--- config.mk ---
export PLATFORM = sky130hd
export DESIGN_NAME = sram_synaptic_rmw_ctrl
export DESIGN_NICKNAME = d
export VERILOG_FILES = /design/src/rtl/snn_sram_pkg.sv /design/src/rtl/weight_sat_add.sv /design/src/rtl/sram_synaptic_rmw_ctrl.sv
export SDC_FILE = /design/constraint.sdc
export NUM_CORES = 1
export LEC_CHECK = 0
export CAP_MARGIN = 0
export CORE_MARGIN = 5
export CORE_UTILIZATION = 30
export DETAILED_ROUTE_END_ITERATION = 6
export PLACE_DENSITY = 0.59
export REMOVE_ABC_BUFFERS = 1
export SLEW_MARGIN = 20
export SYNTH_ARGS = -nofsm -noshare
export SYNTH_HDL_FRONTEND = slang
export SYNTH_SLANG_ARGS = --single-unit
--- constraint.sdc ---
create_clock -name CK -period 2.5 [get_ports CK]
set_input_delay 0.5 -clock CK [delete_from_list [all_inputs] [get_ports CK]]
set_output_delay 0.5 -clock CK [all_outputs]
set_load 0.005 [all_outputs]
--- src/rtl/snn_sram_pkg.sv ---
// Shared definitions for the synaptic weight SRAM controller.
//   op_e     : request opcode (READ fetch / UPDATE read-modify-write)
//   state_e  : controller FSM states
//   nlane()  : number of weight lanes packed into one SRAM word
package snn_sram_pkg;

    typedef enum logic {
        OP_READ   = 1'b0,
        OP_UPDATE = 1'b1
    } op_e;

    typedef enum logic [2:0] {
        ST_IDLE = 3'd0,
        ST_RD   = 3'd1,
        ST_CAP  = 3'd2,
        ST_RSP  = 3'd3,
        ST_WR   = 3'd4
    } state_e;

    // DATA_WIDTH must be an exact multiple of WEIGHT_WIDTH; any remainder
    // bits of the word would otherwise be left undriven on the write path.
    function automatic int nlane(input int data_width, input int weight_width);
        return data_width / weight_width;
    endfunction

endpackage

--- src/rtl/weight_sat_add.sv ---
// One weight lane: signed weight + signed delta, saturated to the lane range.
// Ports:
//   weight  in   WEIGHT_WIDTH  current signed weight
//   delta   in   WEIGHT_WIDTH  signed increment
//   result  out  WEIGHT_WIDTH  clamp(weight + delta, -2^(W-1), 2^(W-1)-1)
module weight_sat_add #(
    parameter int WEIGHT_WIDTH = 8
) (
    input  logic [WEIGHT_WIDTH-1:0] weight,
    input  logic [WEIGHT_WIDTH-1:0] delta,
    output logic [WEIGHT_WIDTH-1:0] result
);

    localparam logic [WEIGHT_WIDTH-1:0] W_MAX = {1'b0, {(WEIGHT_WIDTH-1){1'b1}}};
    localparam logic [WEIGHT_WIDTH-1:0] W_MIN = {1'b1, {(WEIGHT_WIDTH-1){1'b0}}};

    logic [WEIGHT_WIDTH:0] sum;

    // One extra bit of headroom; the sum overflowed the lane exactly when the
    // two top bits disagree, and the top bit then tells the direction.
    assign sum = {weight[WEIGHT_WIDTH-1], weight} + {delta[WEIGHT_WIDTH-1], delta};

    always_comb begin
        result = sum[WEIGHT_WIDTH-1:0];
        if (sum[WEIGHT_WIDTH] != sum[WEIGHT_WIDTH-1]) begin
            result = sum[WEIGHT_WIDTH] ? W_MIN : W_MAX;
        end
    end

endmodule

--- src/rtl/sram_synaptic_rmw_ctrl.sv ---
// Synaptic weight SRAM initiator: serves weight fetches and saturating
// read-modify-write weight updates, one request in flight.
// Ports:
//   CK, RST                     clock / synchronous active-high reset
//   req_valid/req_ready         request handshake
//   req_op                      0 = READ, 1 = UPDATE
//   req_addr                    word address (>= SRAM_DEPTH is dropped, err_oor pulses)
//   req_mask, req_delta         UPDATE lane mask and signed delta
//   rsp_valid/rsp_ready         READ response handshake
//   rsp_data                    READ data word
//   err_oor                     1-cycle pulse for a dropped out-of-range request
//   busy                        controller not idle
//   CS, WE, A, D                registered SRAM controls and write data
//   Q                           SRAM read data, valid the cycle after a read strobe
//
// state   | meaning
// --------+--------------------------------------------------------------
// IDLE    | waiting for a request; only state with req_ready high
// RD      | read strobe on the SRAM (CS=1 WE=0)
// CAP     | Q valid: capture word, compute updated word
// RSP     | READ data presented until rsp_ready
// WR      | write strobe with the updated word (CS=1 WE=1)
module sram_synaptic_rmw_ctrl
    import snn_sram_pkg::*;
#(
    parameter int ADDR_WIDTH   = 8,
    parameter int DATA_WIDTH   = 32,
    parameter int SRAM_DEPTH   = 256,
    parameter int WEIGHT_WIDTH = 8,
    localparam int NLANE       = nlane(DATA_WIDTH, WEIGHT_WIDTH)
) (
    input  logic                    CK,
    input  logic                    RST,
    input  logic                    req_valid,
    output logic                    req_ready,
    input  logic                    req_op,
    input  logic [ADDR_WIDTH-1:0]   req_addr,
    input  logic [NLANE-1:0]        req_mask,
    input  logic [WEIGHT_WIDTH-1:0] req_delta,
    output logic                    rsp_valid,
    input  logic                    rsp_ready,
    output logic [DATA_WIDTH-1:0]   rsp_data,
    output logic                    err_oor,
    output logic                    busy,
    output logic                    CS,
    output logic                    WE,
    output logic [ADDR_WIDTH-1:0]   A,
    output logic [DATA_WIDTH-1:0]   D,
    input  logic [DATA_WIDTH-1:0]   Q
);

    // One extra bit so a depth equal to 2^ADDR_WIDTH is still representable.
    localparam logic [ADDR_WIDTH:0] DEPTH_LIM = (ADDR_WIDTH+1)'(SRAM_DEPTH);

    state_e                  state;
    op_e                     op_q;
    logic [ADDR_WIDTH-1:0]   addr_q;
    logic [NLANE-1:0]        mask_q;
    logic [WEIGHT_WIDTH-1:0] delta_q;
    logic [DATA_WIDTH-1:0]   word_q;
    logic [DATA_WIDTH-1:0]   new_word;
    logic                    req_oor;

    assign req_ready = (state == ST_IDLE) && !RST;
    assign busy      = (state != ST_IDLE);
    assign rsp_data  = word_q;
    assign req_oor   = ({1'b0, req_addr} >= DEPTH_LIM);

    // Updated word is built straight from Q during CAP so the write can be
    // issued on the very next cycle.
    for (genvar i = 0; i < NLANE; i++) begin : g_lane
        logic [WEIGHT_WIDTH-1:0] lane_sat;

        weight_sat_add #(
            .WEIGHT_WIDTH (WEIGHT_WIDTH)
        ) u_sat (
            .weight (Q[i*WEIGHT_WIDTH +: WEIGHT_WIDTH]),
            .delta  (delta_q),
            .result (lane_sat)
        );

        assign new_word[i*WEIGHT_WIDTH +: WEIGHT_WIDTH] =
            mask_q[i] ? lane_sat : Q[i*WEIGHT_WIDTH +: WEIGHT_WIDTH];
    end

    always_ff @(posedge CK) begin
        if (RST) begin
            state     <= ST_IDLE;
            op_q      <= OP_READ;
            addr_q    <= '0;
            mask_q    <= '0;
            delta_q   <= '0;
            word_q    <= '0;
            rsp_valid <= 1'b0;
            err_oor   <= 1'b0;
            CS        <= 1'b0;
            WE        <= 1'b0;
            A         <= '0;
            D         <= '0;
        end else begin
            err_oor <= 1'b0;
            case (state)
                ST_IDLE: begin
                    if (req_valid) begin
                        op_q    <= op_e'(req_op);
                        addr_q  <= req_addr;
                        mask_q  <= req_mask;
                        delta_q <= req_delta;
                        if (req_oor) begin
                            err_oor <= 1'b1;
                        end else begin
                            state <= ST_RD;
                            CS    <= 1'b1;
                            WE    <= 1'b0;
                            A     <= req_addr;
                        end
                    end
                end
                ST_RD: begin
                    state <= ST_CAP;
                    CS    <= 1'b0;
                end
                ST_CAP: begin
                    word_q <= Q;
                    if (op_q == OP_READ) begin
                        state     <= ST_RSP;
                        rsp_valid <= 1'b1;
                    end else if (mask_q != '0) begin
                        state <= ST_WR;
                        CS    <= 1'b1;
                        WE    <= 1'b1;
                        A     <= addr_q;
                        D     <= new_word;
                    end else begin
                        state <= ST_IDLE;
                    end
                end
                ST_RSP: begin
                    if (rsp_ready) begin
                        state     <= ST_IDLE;
                        rsp_valid <= 1'b0;
                    end
                end
                ST_WR: begin
                    state <= ST_IDLE;
                    CS    <= 1'b0;
                    WE    <= 1'b0;
                end
                default: begin
                    state     <= ST_IDLE;
                    rsp_valid <= 1'b0;
                    CS        <= 1'b0;
                    WE        <= 1'b0;
                end
            endcase
        end
    end

endmodule

After elaboration in Yosys (flattened, before gate mapping). Cells that the tools add are included.

Register bits: 99. Input bits: 57. Output and inout bits: 78. Logic and storage cells: 76.

Add/sub/neg operators: 4. Equal/unequal tests: 13. Multiplexer cells: 30. Bitwise operators: 3. Reductions and logical operators: 15.

Operators by type and width (count): $mux 8 (15); $add 8x8->9 (4); $pmux 8 s2 (1); $mux 3 (4); $pmux 3 s4 (1); $reduce_and 4->1 (3); $ne 2x2->1 const B (5); $pmux 1 s3 (3); $eq 3x2->1 const B (2); $mux 1 (6); $reduce_and 3->1 (2); $ne 1x1->1 (4); $reduce_and 2->1 (2); $reduce_bool 4->1 (1); $eq 3x1->1 const B (1); $eq 3x3->1 const B (1); $logic_not 3->1 (1); $not 1->1 (3); $reduce_bool 3->1 (1); $reduce_or 3->1 (1); $reduce_bool 2->1 (1); $reduce_or 2->1 (1); $logic_and 1x1->1 (1); $logic_not 1->1 (1).

Depth between registers and ports, before layout. Gate-level depths: netlist of run 1.

Depth after elaboration: 4. Gate-level depth with buffers: 8. Gate-level depth less buffers: 8.

By module. Synthesis of run 1 repeated with hierarchy kept, for this count alone.

Cell total of the unflattened synthesis: 824. Area, all modules: 6786.5 µm².

Modules (own cells, without submodules): sram_synaptic_rmw_ctrl (times used 1, cells each 454, area each 4131.5 µm², seq. area each 1981.9 µm²); weight_sat_add at g_lane[2].u_sat ... (times used 2, cells each 91, area each 691.9 µm², seq. area each 0.0 µm²); weight_sat_add at g_lane[0].u_sat ... (times used 2, cells each 94, area each 635.6 µm², seq. area each 0.0 µm²).

Worst setup path before layout of run 1. Ideal clock, no wire load.

Path type: in2reg. From: in Q[16]. To: reg D[22]. Library setup time: 134 ps. Data arrival time: 2285 ps. Data required time: 2366 ps. Slack: 81 ps. Stages on the path: 8. Path buffers: 0. Cell sequence: ha_1 inv_1 fa_1 nand2b_1 a21oi_1 o311ai_0 and4_1 or4_1.

Cells in the longest elaborated chain, start to end: 4. Elaborated cells between the ends (all ways): 5. Classes of those cells: 1 x add/sub; 1 x eq/ne; 3 x mux.

Ends and longest elaborated chain: from (decl) (RTL line sram_synaptic_rmw_ctrl.sv:49) `input logic [DATA_WIDTH-1:0] Q`; $add 8x8->9 * (RTL line weight_sat_add.sv:21) `assign sum = {weight[WEIGHT_WIDTH-1], weight} + {delta[WEIGHT_WIDTH-1], delta};`; $mux 8 / $ne 1x1->1 (equally long branches) (RTL line weight_sat_add.sv:26, weight_sat_add.sv:25); $mux 8 * (RTL line weight_sat_add.sv:25) `if (sum[WEIGHT_WIDTH] != sum[WEIGHT_WIDTH-1]) begin`; $mux 8 * (RTL line sram_synaptic_rmw_ctrl.sv:83) `mask_q[i] ? lane_sat : Q[i*WEIGHT_WIDTH +: WEIGHT_WIDTH];`; to (signal assigned) (RTL line sram_synaptic_rmw_ctrl.sv:133) `D <= new_word;`; to (decl) (RTL line sram_synaptic_rmw_ctrl.sv:48) `output logic [DATA_WIDTH-1:0] D,`.

Every way passes the cells marked *; elsewhere a longest branch is shown, timed or not. A chain may end at the register's enable or synchronous reset.

Worst setup path after layout of run 1.
From: in Q[0]. To: reg D[1].

The elaborated chain is that of the path after synthesis.

==> results of run 1 <==
## per-stage QoR
step	setup WS, ns	instances	area [um2]	hold WS, ns	util [%]
after detailed placement	-0.6280	1254	8442	0.4461	43.38
final	0.08725	1270	8916	0.4523	45.81
after global placement	-0.5285	1254	8442	0.4417	43.38
after floorplan	-1.231	721	5749	0.4305	-
after CTS	0.001720	1270	8766	0.4560	45.04
after global routing	-0.02762	1270	8916	0.4736	45.81
## where the power goes
group | leakage (nW) | internal, mW | switching [mW]
combinational | 2.55 | 0.724 | 0.698
clock | 0.141 | 0.773 | 0.647
sequential | 0.806 | 1.67 | 0.0718
total | 3.49 | 3.17 | 1.42
## cell families (layout without fill, tap and decap cells)
kind of cell    after synthesis  in the layout  synth area share [%]
flops                        99             99                 33.35
mux                           2              2                0.3369
compound gates              235            235                 26.11
other cells                   1              1               0.06310
xor+xnor                     13             13                 1.916
fa+ha+maj                    36             36                 8.084
buf+inv                      66            308                 4.779
simple gates                311            311                 25.37
## layout by cell type (no fill, tap or decap), types with 4 or more instances in the layout
cell,count
clkbuf_16,9
nor3b_1,8
or2_2,4
inv_1,24
a211oi_1,8
nand3_1,15
ha_2,4
buf_4,135
xor2_1,8
o21a_1,11
nor3_1,21
a311oi_1,11
a211o_1,9
nand3b_1,6
o311ai_1,5
xnor2_1,5
nor2_1,27
dfxtp_1,98
o211ai_1,11
and3_1,5
ha_1,23
a21oi_1,91
or3_1,15
nand4_1,4
and2_1,5
o21ai_0,22
a21oi_2,4
nand2b_1,10
a21o_1,17
fa_1,4
o21bai_1,4
nand2_1,161
ha_4,5
clkdlybuf4s50_1,129
## what timing repair did
item,in CTS,in global routing
buffers inserted,0,0
endpoints found under the hold margin,0,0
setup endpoints to repair,9,23
resized for setup,9,35
pin swaps,5,11
## worst max-delay path: cells and delay by family
kind / cells / cell delay (ns)
adders and majority gates: 2 / 0.61
buffers and inverters: 3 / 0.72
AOI/OAI and AO/OA: 3 / 0.60
and+or+nand+nor: 2 / 0.23
## how the worst max path moves through the flow
stage | slack, ns | from | cells past startpoint | to
after floorplan | -1.23 | state[1]$_SDFFE_PP0P_ | 4 | A[0]$_SDFFE_PP0P_
after global placement | -0.53 | Q[16] | 9 | D[22]$_SDFFE_PP0P_
after detailed placement | -0.63 | Q[16] | 9 | D[22]$_SDFFE_PP0P_
after CTS | 0.002 | Q[20] | 7 | D[22]$_SDFFE_PP0P_
after global routing | -0.03 | Q[0] | 10 | D[1]$_SDFFE_PP0P_
final | 0.09 | Q[0] | 10 | D[1]$_SDFFE_PP0P_
## area by class of cell
class                      count  area, um2  share of cell area (%)
timing repair buffer         268       2359                   26.45
inverter                      24      90.09                   1.010
sequential                    99       1983                   22.24
clock inverter                 7      68.82                  0.7718
multi-input combinational    598       3859                   43.28
clock buffer                   9      225.2                   2.526
tap                          265      331.6                   3.719
## registers in the layout, indices dropped and copies added, names as in the netlist, 3 cells and up
name      flops
mask_q        4
state         3
D            32
delta_q       8
rsp_data     32
addr_q        8
A             8
## layer usage
layer	vias to the layer above	global-route usage [%]
met2	143	31.03
met5	-	0
met1	2979	23.94
li1	3242	-
met4	0	4.805
met3	24	3.281
==> results.sh, run 1 <==
export IMPL_path_max_fanout=5
export IMPL_port_buffers=133
export IMPL_hold_buffers=0
export IMPL_cts_tree="done"
export IMPL_wl_per_cell_um=16.49
export IMPL_grt_pass1_vias=6106
export IMPL_outcome="completed"
export IMPL_globalRoute_totalOverflow=0
export IMPL_areaGrowthSynthToFinish_pct=50.02
export IMPL_grt_pass1_wl_um=32310
export IMPL_wl_met3_um=1107
export IMPL_ant_nets=0
export IMPL_hold_violations=0
export IMPL_power_density_nw_per_um2=514.1
export IMPL_route_vias_total=6388
export IMPL_cpPeakStageDelay_ns=0.52
export IMPL_r2r_end="D[30]$_SDFFE_PP0P_"
export IMPL_vias_per_cell=5.030
export IMPL_nFillCells=2009
export IMPL_cts_sinks=99
export IMPL_ys_types=69
export IMPL_crit_arrival_ns=2.66
export IMPL_coreArea_um2=19460
export IMPL_fin_nets=1093
export IMPL_synth_top_area_share_pct=33.35
export IMPL_clkLatencyLatePin_ns=0.35
export IMPL_endpoint_kind="flop"
export IMPL_clock_fmax_mhz=414.5
export IMPL_syn_area_um2=5943
export IMPL_wl_met2_um=10090
export IMPL_cts_clk_slew_worst_paths_ns=0.07
export IMPL_num_rows=51
export IMPL_dieArea_um2=22730
export IMPL_cts_buffer_depth=2
export IMPL_synth_most_common_cell="nand2_1"
export IMPL_synthTopCellsByArea="dfxtp_1 33%, nand2_1 10%, a21oi_1 8.1%"
export IMPL_fp_dieW_um=150.8
export IMPL_cp_start_kind="input pin"
export IMPL_synth_edf_count=0
export IMPL_period_needed_ns=2.413
export IMPL_h_tree_depth=3
export IMPL_synthArstFlopShare_pct=0
export IMPL_p_leak_nw=3.495
export IMPL_antenna_found_initial=0
export IMPL_worst_r2r_path_depth=7
export IMPL_finalClockSkew_ns=0.007454
export IMPL_critPathKind="input pin to flop"
export IMPL_wl_um=20940
export IMPL_min_path_cells=2
export IMPL_ir_drop_uv=301.4
export IMPL_critPathSlowestCell="clkdlybuf4s50_1"
export IMPL_drtIter0Drc=449
export IMPL_cap_violations=0
export IMPL_synthFlopType="dfxtp_1"
export IMPL_die_h_um=150.8
export IMPL_r2r_start="delta_q[5]$_SDFFE_PP0P_"
export IMPL_total_power_mw=4.583
export IMPL_post_route_period_util_pct=96.51
export IMPL_cts_root_buffer="clkbuf_16"
export IMPL_rrSetupSlack_ns=0.14
export IMPL_ys_ff_latch=99
export IMPL_syn_inst=763
export IMPL_io_pins=135
export IMPL_drive_above_1_share_pct=19.70
export IMPL_setup_tns_ns=0
export IMPL_grtUsageTotal_pct=18.29
export IMPL_grt_max_degree=37
export IMPL_drc=0
export IMPL_rsz0062_at_grt="true"
export IMPL_highest_layer="met4"
export IMPL_synthTopCellsByCount="161 x nand2_1, 99 x dfxtp_1, 96 x a21oi_1"
export IMPL_syn_area_per_cell_um2=7.789
export IMPL_place_congestion=0.8905
export IMPL_met1_length_um=9420
export IMPL_holdPathEnd="rsp_data[13]$_SDFFE_PP0P_"
export IMPL_maxSlewViolCount=0
export IMPL_tightest_slew_ns=0.4964
export IMPL_relSlewSlack_pct=66.79
export IMPL_initial_utilization_pct=30.54
export IMPL_diodes=0
export IMPL_first_pass_iters=5
export IMPL_synth_top_cell_by_area="dfxtp_1"
export IMPL_cp_required_ns=2.75
export IMPL_min_path_type="flop to flop"
export IMPL_numCtsBuffers=9
export IMPL_post_dp_hpwl_um=15850
export IMPL_ys_seq_area_share_pct=33.35
export IMPL_yosys_warnings=0
export IMPL_worstPathCellList="clkdlybuf4s50_1 -> ha_2 -> inv_1 -> fa_1 -> nor2b_2 -> o211ai_1 -> a22oi_1 -> nor2_1 -> buf_4 -> o311ai_0"
export IMPL_setup_viol=0
export IMPL_min_delay_start="rsp_data[13]$_SDFFE_PP0P_"
Power figures use the tool's default switching activity.
==> run 2, diff against run 1 <==
CAP_MARGIN = 20   (was 0)
CORE_UTILIZATION = 46   (was 30)
PLACE_DENSITY = 0.82   (was 0.59)
==> results.sh, run 2 (same netlist as run 1, synthesis figures left out) <==
export IMPL_wl_per_cell_um=16.75
export IMPL_die_h_um=123.7
export IMPL_place_congestion=0.9475
export IMPL_p_leak_nw=3.507
export IMPL_drc=0
export IMPL_vias_per_cell=5.564
export IMPL_cts_sinks=99
export IMPL_h_tree_depth=3
export IMPL_numCtsBuffers=9
export IMPL_postLayoutCellArea_um2=8840
export IMPL_cts_buffer_depth=2
export IMPL_drtIter0Drc=432
export IMPL_rsz0062_at_grt="true"
export IMPL_ant_nets=0
export IMPL_cp_start_kind="input pin"
export IMPL_critPathKind="input pin to flop"
export IMPL_crit_arrival_ns=2.70
export IMPL_relSlewSlack_pct=63.79
export IMPL_grtUsageTotal_pct=25.35
export IMPL_rrSetupSlack_ns=0.14
export IMPL_fp_dieW_um=123.7
export IMPL_clkLatencyLatePin_ns=0.35
export IMPL_first_pass_iters=5
export IMPL_final_common_cell="nand2_1"
export IMPL_endpoint_kind="flop"
export IMPL_power_density_nw_per_um2=514.4
export IMPL_port_buffers=133
export IMPL_num_rows=41
export IMPL_setup_viol=0
export IMPL_outcome="completed"
export IMPL_cts_clk_slew_worst_paths_ns=0.07
export IMPL_clock_fmax_mhz=405.5
export IMPL_tightest_slew_ns=0.5356
export IMPL_grt_max_degree=32
export IMPL_post_dp_hpwl_um=14320
export IMPL_cts_root_buffer="clkbuf_16"
export IMPL_dieArea_um2=15290
export IMPL_place_area_um2=8267
export IMPL_post_route_util_pct=70.05
export IMPL_fin_nets=1090
export IMPL_antenna_found_initial=0
export IMPL_post_route_period_util_pct=98.65
export IMPL_cp_required_ns=2.74
export IMPL_path_max_fanout=3
export IMPL_setup_tns_ns=0
export IMPL_coreArea_um2=12620
export IMPL_final_cell_count_no_fill=1174
export IMPL_min_path_type="flop to flop"
export IMPL_final_cell_mix="161 x nand2_1, 132 x buf_4, 128 x clkdlybuf4s50_1"
export IMPL_grt_pass1_vias=6108
export IMPL_initial_utilization_pct=47.09
export IMPL_dpl_cell_count=1155
export IMPL_io_pins=135
export IMPL_period_needed_ns=2.466
export IMPL_hold_violations=0
export IMPL_ir_drop_uv=302.9
export IMPL_maxSlewViolCount=0
export IMPL_cts_tree="done"
export IMPL_globalRoute_totalOverflow=0
export IMPL_wl_um=19670
export IMPL_grt_pass1_wl_um=30630
export IMPL_hold_buffers=0
export IMPL_route_vias_total=6532
export IMPL_areaGrowthSynthToFinish_pct=48.74
export IMPL_finalClockSkew_ns=0.005716
export IMPL_diodes=0
export IMPL_cap_violations=0
export IMPL_drive_above_1_share_pct=20.16
[run 2: changes by cell type in the layout (fill, tap and decap cells not counted), sizes merged]
cell,previous run,this run
buf,136,132
clkdlybuf4s50,129,128
dlymetal6s2s,2,4
bufinv,1,0
clkinvlp,2,1
inv,24,27
clkinv,4,3
[run 2: per-layer routing]
| metal | global-route usage (%) | share of wire, % |
|---|---|---|
| met2 | 41.64 | 47 |
| met1 | 33.42 | 44 |
| met4 | 9.689 | 2.9 |
| met5 | 0 | 0 |
| met3 | 4.087 | 6.5 |
[run 2: power breakdown]
part / internal, mW / leakage, nW / switching, mW
Combinational: 0.734 / 2.56 / 0.707
Clock: 0.692 / 0.137 / 0.669
Sequential: 1.67 / 0.806 / 0.0774
Total: 3.09 / 3.51 / 1.45
[run 2: path summary, 6_finish.rpt]
| check | from | endpoint | cells past startpoint |
|---|---|---|---|
| setup reg to reg | delta_q[1]$_SDFFE_PP0P_ | D[12]$_SDFFE_PP0P_ | 9 |
| setup / recovery | Q[18] | D[19]$_SDFFE_PP0P_ | 8 |
| hold reg to reg | D[23]$_SDFFE_PP0P_ | D[23]$_SDFFE_PP0P_ | 2 |
| hold / removal | D[23]$_SDFFE_PP0P_ | D[23]$_SDFFE_PP0P_ | 2 |
[run 2: area by class of cell]
cell class	count	area, um2
Inverter	24	90.09
Clock buffer	9	225.2
Sequential cell	99	1984
Timing Repair Buffer	265	2331
Fill cell	1037	3780
Clock inverter	7	60.06
Tap cell	172	215.2
Multi-Input combinational cell	598	3934
[run 2: stage by stage]
stage                     hold WS (ns)  total power, mW  setup WS, ns
final                           0.4492            4.547       0.03371
after global routing            0.4687            4.774      -0.06032
after CTS                       0.4539            4.489      0.006979
after detailed placement        0.4459            3.105       -0.5023
after global placement          0.4411            3.084       -0.4363
after floorplan                 0.4305            2.401        -1.231
[run 2: timing repair]
item | in CTS | in global routing
resized for setup | 17 | 43
setup endpoints to repair | 12 | 30
pin swaps | 3 | 12
buffers inserted | 1 | 2
[run 2: worst max-delay path, stage by stage]
cell and delay (ns):
clkdlybuf4s50_1 0.48, ha_2 0.37, o21ai_2 0.08, buf_4 0.14, or3_1 0.33, a211o_1 0.34, o311a_1 0.18, a211o_1 0.29
